`src/rtl/sseg_pkg.sv`:
```
// sseg_pkg: character encoding and hex-to-segment glyphs for the scroller
package sseg_pkg;
    localparam logic [5:0] CHAR_BLANK = 6'b100000;
    localparam int BLANK_BIT = 5;
    localparam int DP_BIT = 4;
    localparam logic [7:0] SEG_OFF = 8'hFF;
    function automatic logic [6:0] glyph(input logic [3:0] h);
        case (h)
            4'h0: return 7'h40;
            4'h1: return 7'h79;
            4'h2: return 7'h24;
            4'h3: return 7'h30;
            4'h4: return 7'h19;
            4'h5: return 7'h12;
            4'h6: return 7'h02;
            4'h7: return 7'h78;
            4'h8: return 7'h00;
            4'h9: return 7'h10;
            4'hA: return 7'h08;
            4'hB: return 7'h03;
            4'hC: return 7'h46;
            4'hD: return 7'h21;
            4'hE: return 7'h06;
            default: return 7'h0E;
        endcase
    endfunction
    function automatic logic [7:0] char_seg(input logic [5:0] c);
        return c[BLANK_BIT] ? SEG_OFF : {~c[DP_BIT], glyph(c[3:0])};
    endfunction
endpackage

```
`src/rtl/sseg_scroller_if.sv`:
```
// sseg_scroller_if: message write, scroll control and display pins
interface sseg_scroller_if #(
    parameter int NUM_DIGITS = 6,
    parameter int MSG_LEN = 16
);
    localparam int AW = $clog2(MSG_LEN);
    logic wr_en;
    logic [AW-1:0] wr_addr;
    logic [5:0] wr_data;
    logic run;
    logic dir;
    logic step;
    logic [7:0] sseg;
    logic [NUM_DIGITS-1:0] en;
    logic [AW-1:0] offset;
    logic wrap;
    modport master (output wr_en, wr_addr, wr_data, run, dir, step, input sseg, en, offset, wrap);
    modport slave (input wr_en, wr_addr, wr_data, run, dir, step, output sseg, en, offset, wrap);
endinterface

```
`src/rtl/tick_gen.sv`:
```
// tick_gen: one-cycle clock-enable pulse every DIV clk cycles
module tick_gen #(
    parameter int DIV = 2
) (
    input logic clk,
    input logic rst,
    output logic tick
);
    localparam int CW = $clog2(DIV);
    logic [CW-1:0] cnt_q, cnt_d;
    always_comb begin
        tick = cnt_q == CW'(DIV - 1);
        cnt_d = tick ? '0 : cnt_q + 1'b1;
    end
    always_ff @(posedge clk) begin
        if (rst) cnt_q <= '0;
        else cnt_q <= cnt_d;
    end
endmodule

```
`src/rtl/sseg_scroller.sv`:
```
// sseg_scroller: multiplexed seven-segment driver scrolling a message buffer
module sseg_scroller
    import sseg_pkg::*;
#(
    parameter int NUM_DIGITS = 6,
    parameter int MSG_LEN = 16,
    parameter int REFRESH_DIV = 49000,
    parameter int SCROLL_DIV = 25000000
) (
    input logic clk,
    input logic rst,
    sseg_scroller_if.slave bus
);
    localparam int AW = $clog2(MSG_LEN);
    logic rtick, stick, adv;
    logic [AW-1:0] k_q, k_d, offset_q, offset_d;
    logic wrap_q, wrap_d;
    logic [7:0] sseg_q, sseg_d;
    logic [NUM_DIGITS-1:0] en_q, en_d;
    logic [5:0] buf_q [MSG_LEN];
    logic [5:0] buf_d [MSG_LEN];
    logic [AW:0] sum, idx;
    tick_gen #(.DIV(REFRESH_DIV)) u_refresh (.clk(clk), .rst(rst), .tick(rtick));
    tick_gen #(.DIV(SCROLL_DIV)) u_scroll (.clk(clk), .rst(rst), .tick(stick));
    // Refresh reads buf_q and offset_q, so same-cycle writes and advances show up one refresh later
    always_comb begin
        k_d = !rtick ? k_q : k_q == AW'(NUM_DIGITS - 1) ? '0 : k_q + 1'b1;
        sum = {1'b0, offset_q} + {1'b0, k_d};
        idx = sum >= (AW+1)'(MSG_LEN) ? sum - (AW+1)'(MSG_LEN) : sum;
        sseg_d = rtick ? char_seg(buf_q[idx[AW-1:0]]) : sseg_q;
        en_d = rtick ? ~(NUM_DIGITS'(1) << k_d) : en_q;
        adv = bus.run ? stick : bus.step;
        wrap_d = adv && (bus.dir ? offset_q == '0 : offset_q == AW'(MSG_LEN - 1));
        offset_d = !adv ? offset_q : wrap_d ? (bus.dir ? AW'(MSG_LEN - 1) : '0) :
                   bus.dir ? offset_q - 1'b1 : offset_q + 1'b1;
        buf_d = buf_q;
        if (bus.wr_en && {1'b0, bus.wr_addr} < (AW+1)'(MSG_LEN)) buf_d[bus.wr_addr] = bus.wr_data;
    end
    always_ff @(posedge clk) begin
        if (rst) begin
            k_q <= '0;
            offset_q <= '0;
            wrap_q <= 1'b0;
            sseg_q <= SEG_OFF;
            en_q <= '1;
            for (int i = 0; i < MSG_LEN; i++) buf_q[i] <= CHAR_BLANK;
        end else begin
            k_q <= k_d;
            offset_q <= offset_d;
            wrap_q <= wrap_d;
            sseg_q <= sseg_d;
            en_q <= en_d;
            buf_q <= buf_d;
        end
    end
    assign bus.sseg = sseg_q;
    assign bus.en = en_q;
    assign bus.offset = offset_q;
    assign bus.wrap = wrap_q;
endmodule
```
`src/flat_wrapper.sv`:
```
// flat-port wrapper written by rule: the top's interface ports become plain ports
module sseg_scroller_flat import sseg_pkg::*;
#(
    parameter int NUM_DIGITS = 6,
    parameter int MSG_LEN = 16,
    parameter int REFRESH_DIV = 49000,
    parameter int SCROLL_DIV = 25000000
)
  (clk, rst, bus_wr_en, bus_wr_addr, bus_wr_data, bus_run, bus_dir, bus_step, bus_sseg, bus_en, bus_offset, bus_wrap);
  sseg_scroller_if #(.NUM_DIGITS(NUM_DIGITS), .MSG_LEN(MSG_LEN)) bus_i ();
  input logic clk;
  input logic rst;
  input wire logic [$bits(bus_i.wr_en)-1:0] bus_wr_en;
  input wire logic [$bits(bus_i.wr_addr)-1:0] bus_wr_addr;
  input wire logic [$bits(bus_i.wr_data)-1:0] bus_wr_data;
  input wire logic [$bits(bus_i.run)-1:0] bus_run;
  input wire logic [$bits(bus_i.dir)-1:0] bus_dir;
  input wire logic [$bits(bus_i.step)-1:0] bus_step;
  output wire logic [$bits(bus_i.sseg)-1:0] bus_sseg;
  output wire logic [$bits(bus_i.en)-1:0] bus_en;
  output wire logic [$bits(bus_i.offset)-1:0] bus_offset;
  output wire logic [$bits(bus_i.wrap)-1:0] bus_wrap;
  assign bus_i.wr_en = bus_wr_en;
  assign bus_i.wr_addr = bus_wr_addr;
  assign bus_i.wr_data = bus_wr_data;
  assign bus_i.run = bus_run;
  assign bus_i.dir = bus_dir;
  assign bus_i.step = bus_step;
  assign bus_sseg = bus_i.sseg;
  assign bus_en = bus_i.en;
  assign bus_offset = bus_i.offset;
  assign bus_wrap = bus_i.wrap;
  sseg_scroller #(.NUM_DIGITS(NUM_DIGITS), .MSG_LEN(MSG_LEN), .REFRESH_DIV(REFRESH_DIV), .SCROLL_DIV(SCROLL_DIV)) u_core (.clk(clk), .rst(rst), .bus(bus_i));
endmodule
```
`config.mk`:
```
export PLATFORM = sky130hd
export DESIGN_NAME = sseg_scroller_flat
export DESIGN_NICKNAME = d
export VERILOG_FILES = /design/src/rtl/sseg_pkg.sv /design/src/rtl/sseg_scroller_if.sv /design/src/rtl/tick_gen.sv /design/src/rtl/sseg_scroller.sv /design/src/flat_wrapper.sv
export SDC_FILE = /design/constraint.sdc
export NUM_CORES = 1
export LEC_CHECK = 0
export CORE_ASPECT_RATIO = 0.6
export CORE_MARGIN = 5
export CORE_UTILIZATION = 35
export DETAILED_ROUTE_END_ITERATION = 10
export DONT_BUFFER_PORTS = 1
export GPL_ROUTABILITY_DRIVEN = 0
export PLACE_DENSITY = 0.47
export RECOVER_POWER = 50
export SLEW_MARGIN = 20
export SYNTH_ARGS = -nofsm -noshare
export SYNTH_HDL_FRONTEND = slang
export SYNTH_SLANG_ARGS = --single-unit
```
`constraint.sdc`:
```
create_clock -name clk -period 4.7 [get_ports clk]
set_clock_uncertainty 0.05 [all_clocks]
set_input_delay 1.41 -clock clk [delete_from_list [all_inputs] [get_ports clk]]
set_output_delay 1.41 -clock clk [all_outputs]
set_load 0.05 [all_outputs]
```
Word level (Yosys, flattened, before mapping) --
Memory sizes are Yosys's and may differ from the RTL's. Index checks and enable logic that the tools add are counted.
Storage, ports and cells: flip-flop bits (word level) 160, ROM bits 112, input port bits 16, word-level logic and storage cells 64, memories 1
Operators by class: add/sub/neg operators 7, $lt $le $gt $ge 4, eq/ne operators 4, shifts and indexed selects 1, muxes and demuxes 15, bitwise gates (word level) 4, reduce and logical (&&, ||, !) cells 5
Memory list:
- (name not given) | depth 16, bits a word 7, read ports 1, clocked after Yosys merged registers in 0, wr ports 0, RTL line sseg_pkg.sv:8 | case (h)
Operator list (count):
- $bwmux 96 | 1
- $add 25x1->25 const B | 1
- $eq 25x25->1 const B | 1
- $bmux 6 s4 | 1
- $demux 6 s4 | 1
- $mux 4 | 6
- $mux 6 | 3
- $add 16x1->16 const B | 1
- $eq 16x16->1 const B | 1
- $ge 5x5->1 const B | 3
- $not 4->5 | 2
- $add 4x1->4 const B | 2
- $mux 8 | 1
- $sub 4x1->4 const B | 2
- $not 6->6 | 1
- $shl 1x4->6 const A | 1
- $add 4x4->5 | 1
- $lt 5x1->1 const B | 1
- $eq 4x3->1 const B | 1
- $eq 4x4->1 const B | 1
- $logic_not 4->1 | 1
- $reduce_or 2->1 | 2
- $logic_and 1x1->1 | 2
- $mux 1 | 2
- $not 1->1 | 1

Longest topological paths before layout --
depth in word-level cells 12, gate-level depth with buffers 22, gate-level depth less buffers 20

Cells and area by module --
A second synthesis with hierarchy kept.
Unflattened totals: cells, all modules 818, area, all modules 7936.4 µm²
By module, submodules not included:
- sseg_scroller | instances 1, cells an instance 599, area each 5968.2 µm², seq. area each 2382.3 µm²
- tick_gen at u_core.u_scroll | instances 1, cells an instance 138, area each 1223.7 µm², seq. area each 500.5 µm²
- tick_gen at u_core.u_refresh | instances 1, cells an instance 81, area each 744.5 µm², seq. area each 320.3 µm²

Worst setup path after synthesis --
No wires, ideal clock.
path type reg-to-reg, start point register u_core.u_refresh.cnt_q[0], end point register u_core.sseg_q[3], in the netlist u_core.bus.sseg[3], setup time 117 ps, arrival time 4515 ps, data required time 4533 ps, slack 18 ps, cell stages (with the launch flop) 19, buffers on the path 3, clock period less this slack 4682 ps, cells stage by stage dfxtp_1 > ha_1 > nand4_1 > and4b_1 > buf_4 > mux2i_1 > inv_1 > ha_1 > inv_1 > fa_1 > clkbuf_1 > clkbuf_1 > mux4_2 > mux2_2 > mux2i_4 > inv_2 > ha_1 > mux4_2 > o22a_1
Between the ends: longest elaborated chain between the ends 11, elaborated cells between the ends (all ways) 12, those cells by class add/sub: 2; order compare: 1; eq/ne: 1; mux: 6; bitwise: 1; memory: 1
RTL lines:
- start, declared | RTL line tick_gen.sv:10 | logic [CW-1:0] cnt_q, cnt_d;
- start signal, assigned | RTL line tick_gen.sv:17 | else cnt_q <= cnt_d;
- $eq 16x16->1 (*) | RTL line tick_gen.sv:12 | tick = cnt_q == CW'(DIV - 1);
- $mux 4 (*) | RTL line sseg_scroller.sv:27 | k_d = !rtick ? k_q : k_q == AW'(NUM_DIGITS - 1) ? '0 : k_q + 1'b1;
- named net u_core.k_d[0] | RTL line sseg_scroller.sv:16 | logic [AW-1:0] k_q, k_d, offset_q, offset_d;
- $add 4x4->5 (*) | RTL line sseg_scroller.sv:28 | sum = {1'b0, offset_q} + {1'b0, k_d};
- $sub 4x1->4 or $ge 5x5->1 (tied branches) | RTL line sseg_scroller.sv:29 | idx = sum >= (AW+1)'(MSG_LEN) ? sum - (AW+1)'(MSG_LEN) : sum;
- $mux 4 (*) | RTL line sseg_scroller.sv:29
- $not 4->5 (not written as such) (*) | RTL line sseg_scroller.sv:30 | sseg_d = rtick ? char_seg(buf_q[idx[AW-1:0]]) : sseg_q;
- $bmux 6 s4 (*) | RTL line sseg_scroller.sv:30
- $mux 6 (not written as such) (*) (2 in series) | RTL line sseg_scroller.sv:30
- $mem_v2 16x7
- $mux 8 (*) | RTL line sseg_pkg.sv:28 | return c[BLANK_BIT] ? SEG_OFF : {~c[DP_BIT], glyph(c[3:0])};
- end signal, assigned | RTL line sseg_scroller.sv:51 | sseg_q <= sseg_d;
- end, declared | RTL line sseg_scroller.sv:18 | logic [7:0] sseg_q, sseg_d;
Mark *: on every way through the listed nets, which the timed path passes. The rest lies on a longest branch. The select of a mux whose other input is x is not followed. A chain may end at the register's enable or synchronous reset.

Worst setup path in the final report --
Same ends and word-level chain as after synthesis.

==> results_dict.tcl <==
set metrics [dict create \
    outcome "finished clean" \
    worst_path_max_delay_cell "mux4_2" \
    ys_warn_count 0 \
    cts_sinks 160 \
    pwr-share-comb 0.057 \
    vias 5240 \
    yosys.cell_types.count 57 \
    multi_input_comb_area_um2 3994 \
    clock-root-buffer "clkbuf_16" \
    synth_top_family_by_area "multiplexers" \
    ctsHoldBuffers 0 \
    reg2reg_to "u_core.bus.sseg[3]" \
    nFillCells 2064 \
    vias_per_cell 5.058 \
    drive_gt1_frac 0.1030 \
    yosys.area.top_type "dfxtp_1" \
    antenna_found_initial 0 \
    grt_pass1_vias 5082 \
    synth_ff_type "dfxtp_1" \
    maxSlewHeadroom 0.1505 \
    switching_share 0.2292 \
    routed_wirelength_mm 17.66 \
    async_reset_ff_frac 0 \
    num_io_pins 35 \
    setup_tns_ns 0 \
    track_usage 0.1502 \
    p_leak_nw 3.148 \
    antenna_cells 0 \
    synthSimpleGateAreaFrac 0.1745 \
    cpPeakStageDelay_ns 0.46 \
    synth_area_per_cell_um2 9.923 \
    clkPwrFrac 0.474 \
    fin_crit_ns 4.456 \
    synth-xor-area-share 0.04703 \
    worstSetupStartpointType "flip-flop" \
    design_area_um2 8330 \
    drc_errors 0 \
    switching_power_uw 680.0 \
    dpl_cell_area_um2 7732 \
    reg2reg_depth 18 \
    grt_pass1_wl_mm 28.37 \
    drv_slew 0 \
    clkSlewWorstSetupHoldPaths_ns 0.06 \
    hp-start "u_core.buf_q[92]" \
    synth_compound_area_frac 0.06726 \
    ir_drop_uv 261.7 \
    cp.arrival_ns 4.73 \
    clockBufferDepth 2 \
    cap_violations 0 \
    clkLatencyLatePin_ns 0.43 \
    r2r_setup_slack_ns 0.24 \
    area_delta_synth_final_pct 12.24 \
    setup_violations 0 \
    hold_viol 0 \
    fin_crit_sh 0.9480 \
    numCtsBuffers 17 \
    powerDensity_nw_per_um2 356.1 \
    min_to "u_core.buf_q[92]" \
    rows 41 \
    grt_max_degree 112 \
    htreeDepth 4 \
    p_seq_frac 0.469 \
    syn_nets 782 \
    cts_tree "built" \
    nets 778 \
    netlist.area_leader.share 0.4316 \
    criticalPathCategory "flip-flop to flip-flop" \
    initial_core_util 0.3546 \
    synth_area_um2 7422 \
    drt_iter0_drc 343 \
    synth_area_leaders "dfxtp_1 43%, mux2i_1 13%, mux4_2 7.9%" \
    fp.coreArea_um2 20930 \
    cp_common_cell "ha_1" \
    min_path_type "flip-flop to flip-flop" \
    max_clock_freq_ghz 0.2244 \
    required_ns 4.98 \
    port-buffer-count 0 \
    drt-wirelength-per-cell_um 17.04 \
    crit_path_cell_trace "ha_1 -> nand4_1 -> and4b_1 -> o21ai_0 -> nand2_1 -> o21a_1 -> inv_1 -> ha_1 -> a21oi_1 -> a21boi_0 -> a311o_1 -> o22ai_4 -> mux2_2 -> mux2i_4 -> inv_2 -> ha_1 -> mux4_2 -> o22a_1" \
    grt_overflow 0 \
    synth.mux.area_fraction 0.2170 \
    synth-seq-cells 160 \
    whs_path_depth 2 \
    end_kind "flip-flop" \
    synthCells 748 \
    synthAdderAreaFrac 0.03237 \
    worst_pin_slew_ns 1.274 \
    drt-pass1-iter-count 4 \
    fp.dieW_um 198 \
    fp.dieArea_um2 24310 \
    p_int_mw 2.286 \
    die_h_um 122.8 \
    r2r_start "u_core.u_refresh.cnt_q[0]" \
    critPathMaxFanout 5 \
    synth-edff-count 0 \
    regArea_um2 3203 \
    ys_seq_area_frac 0.4316 \
    ant_nets 0 \
    dp.final_hpwl_mm 12.22 \
]
[cells by family after synthesis]
logic type | after synthesis
adder cells (fa/ha/maj) | 18
multiplexers | 125
flip-flops | 160
buffers and inverters | 56
AND/OR/NAND/NOR | 281
AO/OA/AOI/OAI | 69
XOR/XNOR | 39
[area by class of cell]
| class | count | share of cell area |
|---|---|---|
| sequential | 160 | 0.3845 |
| clock buffer | 23 | 0.05858 |
| clock inverter | 9 | 0.01277 |
| timing repair buffer | 14 | 0.01427 |
| tap | 279 | 0.04190 |
| inverter | 19 | 0.008561 |
| multi-input combinational | 532 | 0.4794 |
[sequential cells by signal, summed over array words and instances, names as in the netlist]
register	cells
u_core.bus.sseg	8
u_core.buf_q	96
u_core.bus.offset	4
u_core.k_q	4
u_core.u_scroll.cnt_q	25
u_core.u_refresh.cnt_q	16
u_core.bus.wrap	1
u_core.bus.en	6
[critical path: cells and delay by family, from the launching register on]
kind            cells  cell delay (ns)
flops               1             0.37
mux                 3             1.06
compound gates      7             1.35
simple gates        3             0.53
fa+ha+maj           3             0.82
buf+inv             2             0.17
[how the worst max path moves through the flow]
stage | cells after the start | slack [ns] | to | from
2_1_floorplan | 18 | 0.02 | u_core.bus.sseg[3] | u_core.u_refresh.cnt_q[0]
3_3_place_gp | 18 | 0.34 | u_core.bus.sseg[3] | u_core.u_refresh.cnt_q[0]
3_5_place_dp | 18 | 0.22 | u_core.bus.sseg[3] | u_core.u_refresh.cnt_q[0]
4_1_cts | 18 | 0.19 | u_core.bus.sseg[3] | u_core.u_refresh.cnt_q[0]
5_1_grt | 18 | -0.001 | u_core.bus.sseg[3] | u_core.u_refresh.cnt_q[0]
6_report | 18 | 0.24 | u_core.bus.sseg[3] | u_core.u_refresh.cnt_q[0]
[cell usage after synthesis, types with 3 or more instances]
master	instances
a211o_1	16
a21oi_1	16
and2_1	4
and3_1	11
buf_1	3
buf_2	3
clkbuf_1	29
dfxtp_1	160
ha_1	16
inv_1	18
mux2_2	3
mux2i_1	93
mux4_2	26
nand2_1	28
nand2b_1	9
nand3_1	28
nand4_1	4
nor2_1	152
nor2b_1	16
nor3_1	6
nor4_1	3
o211ai_1	3
o21a_1	5
o21ai_0	8
o22a_1	4
or3_1	6
xnor2_1	16
xor2_1	22
[placed cells by master, fill, tap and decap left out, types with 4 or more instances in the layout]
| cell type | netlist | layout |
|---|---|---|
| a211o_1 | 16 | 16 |
| a21oi_1 | 16 | 16 |
| and2_1 | 4 | 4 |
| and3_1 | 11 | 11 |
| buf_4 | 1 | 9 |
| clkbuf_1 | 29 | 5 |
| clkbuf_16 | 0 | 17 |
| clkbuf_8 | 0 | 4 |
| dfxtp_1 | 160 | 160 |
| ha_1 | 16 | 16 |
| inv_1 | 18 | 18 |
| mux2i_1 | 93 | 93 |
| mux4_2 | 26 | 26 |
| nand2_1 | 28 | 28 |
| nand2b_1 | 9 | 9 |
| nand3_1 | 28 | 28 |
| nand4_1 | 4 | 4 |
| nor2_1 | 152 | 152 |
| nor2b_1 | 16 | 16 |
| nor3_1 | 6 | 6 |
| o21a_1 | 5 | 5 |
| o21ai_0 | 8 | 8 |
| o22a_1 | 4 | 4 |
| or3_1 | 6 | 6 |
| xnor2_1 | 16 | 16 |
| xor2_1 | 22 | 22 |
[through the flow]
step / hold slack, ns / total power [mW] / util / worst slack [ns] / std cells
final: 0.4071 / 2.966 / 0.3980 / 0.2442 / 1036
after global routing: 0.4348 / 3.076 / 0.3980 / -0.001037 / 1036
after CTS: 0.4014 / 2.996 / 0.3978 / 0.1936 / 1034
after detailed placement: 0.3929 / 1.593 / 0.3694 / 0.2231 / 1002
after global placement: 0.3872 / 1.590 / 0.3694 / 0.3357 / 1002
after floorplan: 0.3758 / 1.568 / - / 0.01791 / 748
[routing by layer]
layer / track usage / up-vias / wire length [um]
met5: 0 / - / 0
met4: 0.04600 / 0 / 204
met3: 0.03539 / 18 / 741
met2: 0.2063 / 87 / 7138
met1: 0.2304 / 2536 / 9573
li1: - / 2599 / -
[power groups by stage]
stage / Combinational [mW] / Sequential (mW) / Clock, mW
6_report: 0.169 / 1.39 / 1.40
5_1_grt: 0.185 / 1.39 / 1.50
4_1_cts: 0.171 / 1.39 / 1.43
3_5_place_dp: 0.171 / 1.42 / 0
3_3_place_gp: 0.168 / 1.42 / 0
2_1_floorplan: 0.141 / 1.43 / 0
[timing repair]
| action | 4_1_cts | 5_1_grt |
|---|---|---|
| setup buffers | 0 | 2 |
| endpoints found under the setup margin | 0 | 1 |
| gates resized for setup | 0 | 0 |
| hold endpoints to repair | 0 | 0 |
Power figures use the tool's default switching activity.
